$ cat config.mk
export PLATFORM = sky130hd
export DESIGN_NAME = tt_sweep
export DESIGN_NICKNAME = d
export VERILOG_FILES = /design/src/rtl/tt_sweep.sv
export SDC_FILE = /design/constraint.sdc
export NUM_CORES = 1
export LEC_CHECK = 0
export BUFFER_PORTS_ARGS = -buffer_cell sky130_fd_sc_hd__buf_4
export CORE_MARGIN = 2
export CORE_UTILIZATION = 37
export CTS_CLUSTER_SIZE = 20
export DETAILED_ROUTE_END_ITERATION = 8
export GPL_TIMING_DRIVEN = 0
export SYNTH_ARGS = -nofsm -noshare
export SYNTH_HDL_FRONTEND = slang
export SYNTH_SLANG_ARGS = --single-unit
$ cat constraint.sdc
create_clock -name clk -period 1.9 [get_ports clk]
set_input_delay 0.095 -clock clk [delete_from_list [all_inputs] [get_ports clk]]
set_output_delay 0.095 -clock clk [all_outputs]
set_load 0.01 [all_outputs]
$ cat src/rtl/tt_sweep.sv
// Truth-table sweeper: walks a 7-input vector through all 128 codes, samples f_in
// after SETTLE cycles per vector and compares against a latched expected table.
// Optional ones counter enabled by defining TT_SWEEP_ONES_CNT_EN.
module tt_sweep #(
   parameter int SETTLE = 1
) (
   input  logic         clk,
   input  logic         rst_n,
   input  logic         start,
   input  logic [127:0] exp_tt,
   input  logic         f_in,
   output logic         x0,
   output logic         x1,
   output logic         x2,
   output logic         x3,
   output logic         x4,
   output logic         x5,
   output logic         x6,
   output logic         busy,
   output logic         done,
   output logic [127:0] tt,
   output logic         match,
   output logic [7:0]   ones_cnt
);

   typedef enum logic [1:0] {IDLE, RUN, DONE} state_t;

   localparam logic [3:0] HOLD_LAST = 4'(SETTLE - 1);

   state_t       state;
   logic [6:0]   idx;
   logic [3:0]   hold;
   logic [127:0] exp_q;
   logic         sample;

   assign sample = (hold == HOLD_LAST);

   // idx is parked at 0 outside RUN, so it can drive the vector bits directly
   assign {x6, x5, x4, x3, x2, x1, x0} = idx;
   assign match = done & (tt == exp_q);

   always_ff @(posedge clk or negedge rst_n) begin
      if (!rst_n) begin
         state <= IDLE;
         idx   <= '0;
         hold  <= '0;
         tt    <= '0;
         exp_q <= '0;
         busy  <= 1'b0;
         done  <= 1'b0;
      end else begin
         case (state)
            IDLE, DONE: begin
               if (start) begin
                  state <= RUN;
                  idx   <= '0;
                  hold  <= '0;
                  tt    <= '0;
                  exp_q <= exp_tt;
                  busy  <= 1'b1;
                  done  <= 1'b0;
               end
            end
            RUN: begin
               if (sample) begin
                  tt[idx] <= f_in;
                  hold    <= '0;
                  if (idx == 7'd127) begin
                     state <= DONE;
                     idx   <= '0;
                     busy  <= 1'b0;
                     done  <= 1'b1;
                  end else begin
                     idx <= idx + 7'd1;
                  end
               end else begin
                  hold <= hold + 4'd1;
               end
            end
            default: begin
               state <= IDLE;
               busy  <= 1'b0;
               done  <= 1'b0;
            end
         endcase
      end
   end

`ifdef TT_SWEEP_ONES_CNT_EN
   logic [7:0] cnt;

   always_ff @(posedge clk or negedge rst_n) begin
      if (!rst_n) begin
         cnt <= '0;
      end else if (state != RUN && start) begin
         cnt <= '0;
      end else if (state == RUN && sample && f_in) begin
         cnt <= cnt + 8'd1;
      end
   end

   assign ones_cnt = cnt;
`else
   assign ones_cnt = '0;
`endif

endmodule
### Word-level counts from Yosys, hierarchy flattened

Index checks and enable logic that the tools add are counted.
W data, S select, Z words.

| operators by class | value |
|---|---|
| add/subtract/negate cells | 2 |
| order comparisons | 2 |
| equal/unequal tests | 7 |
| mux-type cells | 25 |
| bitwise gates (word level) | 1 |
| reductions and logical operators | 9 |

Operator list:

| operator | number |
|---|---|
| $mux W128 | 2 |
| $pmux W128 S2 | 1 |
| $bwmux W128 | 1 |
| $eq A128 B128 Y1 | 1 |
| $mux W7 | 3 |
| $pmux W7 S2 | 1 |
| $lt A7 B8 Y1 const B | 1 |
| $mux W4 | 2 |
| $pmux W4 S2 | 1 |
| $add A7 B1 Y7 const B | 1 |
| $demux W1 S7 | 1 |
| $eq A7 B7 Y1 const B | 1 |
| $ge A7 B1 Y1 const B | 1 |
| $mux W1 | 7 |
| $mux W2 | 3 |
| $ne A2 B2 Y1 const B | 3 |
| $reduce_and A3 Y1 | 2 |
| $add A4 B1 Y4 const B | 1 |
| $logic_not A4 Y1 | 1 |
| $pmux W1 S2 | 2 |
| $pmux W2 S2 | 1 |
| $reduce_and A2 Y1 | 2 |
| $eq A2 B1 Y1 const B | 1 |
| $eq A2 B2 Y1 const B | 1 |
| 5 further kinds | 5 |

| word-level totals | value |
|---|---|
| flip-flop bits (word level) | 271 |
| input port bits | 132 |
| logic and storage cells | 53 |

### Logic depth before layout (Yosys ltp)

| logic depth | value |
|---|---|
| depth after elaboration | 7 |
| gate-level depth with buffers | 10 |
| depth with buffers taken out | 7 |

### Worst setup path before layout

No wires, ideal clock.

| timing | value |
|---|---|
| path type | register to output |
| start | register tt[53] |
| end | output match |
| arrival time | 1.747 ns |
| data required time | 1.805 ns |
| path slack | 0.058 ns |
| stages on the path, launching flop included | 6 |
| path buffers | 0 |
| path through | dfrtp_1 > nor2b_1 > a2111o_1 > nor4_1 > nand4_1 > nor4_1 |

| on the way | value |
|---|---|
| word-level cells in the longest chain between the ends | 2 |

Ends and longest elaborated chain:

| item | line | text |
|---|---|---|
| from (decl) | 21 | `output logic [127:0] tt,` |
| from (signal, indexed assignment) | 66 | `tt[idx] <= f_in;` |
| $eq A128 B128 Y1 | 40 | `assign match = done & (tt == exp_q);` |
| $and A1 B1 Y1 | 40 |  |
| to (decl) | 22 | `output logic match,` |

Every way passes these cells.

### Final worst setup path

| timing | value |
|---|---|
| start | register tt[96] |
| end | output match |

Same word-level chain as after synthesis.

==> flow_metrics.tcl <==
set metrics [dict create \
    ys_seq_elements 270 \
    track_usage_pct 27.6 \
    status "complete, but fails checks" \
    rr_worst_depth 10 \
    dominantRegCellSynth "dfrtp_1" \
    hold_viol_final 0 \
    initial_core_util_pct 37.4 \
    grt_max_degree 118 \
    io_buffers 268 \
    yosys-top-cells-area "dfrtp_1 51%, mux2_2 9.2%, mux2i_1 8.5%" \
    worstPathArrival_ns 2.50 \
    worstPathBufferInverterCount 1 \
    postSynth.asyncResetShare_pct 100 \
    drtAntennaViolNets 0 \
    critPathSlowestCell "dfrtp_1" \
    cts-htree-levels 2 \
    hpwl_mm 37.5 \
    wl_per_cell_um 24.0 \
    hold_class "in2async" \
    synth.most_common_cell "dfrtp_1" \
    crit_cells 6 \
    powerDensity_nw_per_um2 1120 \
    area_delta_synth_final_pct 50.4 \
    period_needed_ns 2.60 \
    ys_warn_count 0 \
    critPathTopFamily "simple AND/OR/NAND/NOR gates" \
    ir_drop_uv 571 \
    antenna-diode-count 0 \
    avgViaCountPerCell 5.32 \
    drive_gt1_share_pct 38.8 \
    leakagePower_nw 9.50 \
    clockBufferDepth 3 \
    violations "negative setup slack" \
    rsz0062_at_grt "yes" \
    synth.avg_cell_area_um2 10.9 \
    grt_overflow 0 \
    synth-edff-count 0 \
    maxCapViolCount 0 \
    power_switching_mw 8.07 \
    path_clk_slew_ns 0.06 \
    drt-total-wl_mm 52.3 \
    p_seq_share_pct 34.8 \
    clkPwrFrac_pct 29.7 \
    io_pins 278 \
    whs_ns 0.134 \
    cts_made_buffers 34 \
    cp-start-kind "flip-flop" \
    nNetsFinal 1830 \
    drt_pass1_iterations 6 \
    die_area_um2 37300 \
    setup.worst_path.class "reg2out" \
    syn-cell-area_um2 13200 \
    die_x_um 193 \
    drc 0 \
    synthDistinctLibCells 55 \
    yosysSeqAreaShare_pct 51.1 \
    core_region_area_um2 35400 \
    rows 69 \
    cts-root-buf "clkbuf_16" \
    antenna_found_initial 0 \
    required_ns 1.80 \
    layout_setup_ws_ns -0.697 \
    power_frac_comb_pct 35.6 \
    grt_pass1_wl_mm 74.5 \
    synth_top_area_cell "dfrtp_1" \
    clock-sinks 270 \
    clk-insertion-delay-late_ns 0.52 \
    drt_iter0_drc 983 \
    worstPathCellList "xnor2_2 > o221ai_2 > nor4_2 > nand4_1 > nor4_2 > buf_4" \
    gp_congestion 0.934 \
    p_sw_share_pct 36.3 \
    grt_pass1_vias 11470 \
    die_y_um 193 \
    cpMostUsedCell "nor4_2" \
    cts_tree "built" \
    setup_viol 2 \
    vias 11595 \
    final_cell_area_um2 19900 \
    placed_area_um2 15900 \
    tightest_slew_ns 0.881 \
    fin_skew_ns 0.0332 \
    fin_crit_sh_pct 137 \
    end_kind "primary output" \
    slew_headroom_pct 41.3 \
    synth_top_area_share_pct 51.1 \
    path_max_fanout 3 \
    syn_inst 1217 \
    fmax_ghz 0.385 \
    p_int_mw 14.2 \
    synth_common_cells "270 x dfrtp_1, 126 x nor2_1, 112 x mux2i_1, 108 x mux2_2, 108 x nand3_1" \
    max_stage_delay_ns 0.43 \
    n_fill_cell 3054 \
    report.final.slew_viol_count 0 \
]
## per-stage QoR
stage | utilization (%) | setup slack, ns | power (mW) | setup TNS [ns] | cells
2_1_floorplan | - | 0.0579 | 10.5 | 0 | 1224
3_3_place_gp | 44.8 | -1.75 | 13.3 | -529.76 | 1953
3_5_place_dp | 44.9 | -0.652 | 13.4 | -68.42 | 1955
4_1_cts | 53.7 | -0.694 | 21.2 | -0.726 | 2159
5_1_grt | 56.2 | -0.712 | 23.0 | -3.42 | 2180
6_report | 56.2 | -0.697 | 22.3 | -0.705 | 2180
## power by group through the flow
stage,Sequential (mW),Clock (mW),Combinational [mW]
floorplan,7.57,0,2.94
global placement,7.70,0,5.58
detailed placement,7.71,0,5.66
CTS,7.66,6.67,6.87
global route,7.84,6.92,8.29
finish,7.74,6.61,7.91
## path summary, 6_finish.rpt
kind,startpoint,endpoint,slack [ns]
worst max-delay path,tt[96],match,-0.70
worst min-delay path,rst_n,exp_q[32],0.13
worst max register to register,hold[0],tt[46],-0.01
worst min register to register,exp_q[95],exp_q[95],0.53
max in group asynchronous,rst_n,exp_q[91],0.77
min in group clk,f_in,tt[115],0.29
## sequential cells by signal (all words and copies together) (netlist names)
register  count
busy          1
hold          4
idx           7
state         1
exp_q       128
done          1
tt          128
## worst reg2reg max path, delay by kind of cell, from the launching register on
kind | cells | cell delay, ns
AO/OA/AOI/OAI | 1 | 0.17
AND/OR/NAND/NOR | 3 | 0.35
adder cells (fa/ha/maj) | 1 | 0.17
flip-flops | 1 | 0.39
buffers and inverters | 4 | 0.51
multiplexers | 1 | 0.19
## layout by cell type (no fill, tap or decap), types with 10 or more instances in the layout
cell           count
buf_4            309
dfrtp_1          262
dlygate4sd3_1    130
nor2_1           119
mux2i_1          111
mux2_2           108
nand3_1           56
xnor2_1           49
nand3_2           48
inv_1             42
clkbuf_16         40
o21ai_0           35
nand2_1           31
clkbuf_1          29
o21ai_1           29
nor2b_1           23
nand4_1           21
nand2b_1          21
a21oi_1           18
buf_2             16
xnor2_2           15
buf_12            15
nand3_4           14
nor2_4            11
o22ai_1           10
xor2_1            10
## what timing repair did
action | 4_1_cts | 5_1_grt
setup buffers | 12 | 17
pin swaps | 12 | 41
hold endpoints to repair | 193 | 0
cloned | 2 | 5
resized for setup | 117 | 127
hold buffers | 130 | 0
setup endpoints to repair | 194 | 179
## cell families (layout without fill, tap and decap cells)
| group | after synthesis | count (layout) | share of synthesized area, % |
|---|---|---|---|
| xor gates and xnor gates | 80 | 80 | 5.30 |
| DFF | 270 | 270 | 51.1 |
| adders and majority gates | 3 | 3 | 0.284 |
| and+or+nand+nor | 387 | 387 | 15.2 |
| other | 1 | 8 | 0.0283 |
| muxes | 220 | 220 | 17.7 |
| buffers and inverters | 127 | 622 | 4.45 |
| AOI/OAI and AO/OA | 129 | 129 | 6.02 |
## layout make-up
cell class / count / area, µm² / area share, %
Timing Repair Buffer: 435 / 3850 / 19.3
Clock inverter: 9 / 134 / 0.673
Multi-Input combinational cell: 827 / 6780 / 34.1
Inverter: 43 / 161 / 0.811
Buffer: 84 / 648 / 3.26
Tap cell: 461 / 577 / 2.90
Clock buffer: 51 / 986 / 4.95
Sequential cell: 270 / 6770 / 34.0
## routing by layer
| layer | GRT usage (%) | share of wire, % |
|---|---|---|
| met1 | 37.1 | 43 |
| met4 | 10.3 | 3.6 |
| met2 | 43.7 | 46 |
| met5 | 0 | 0 |
| met3 | 5.92 | 7.2 |
No activity file was read; power rests on OpenSTA's default activity.
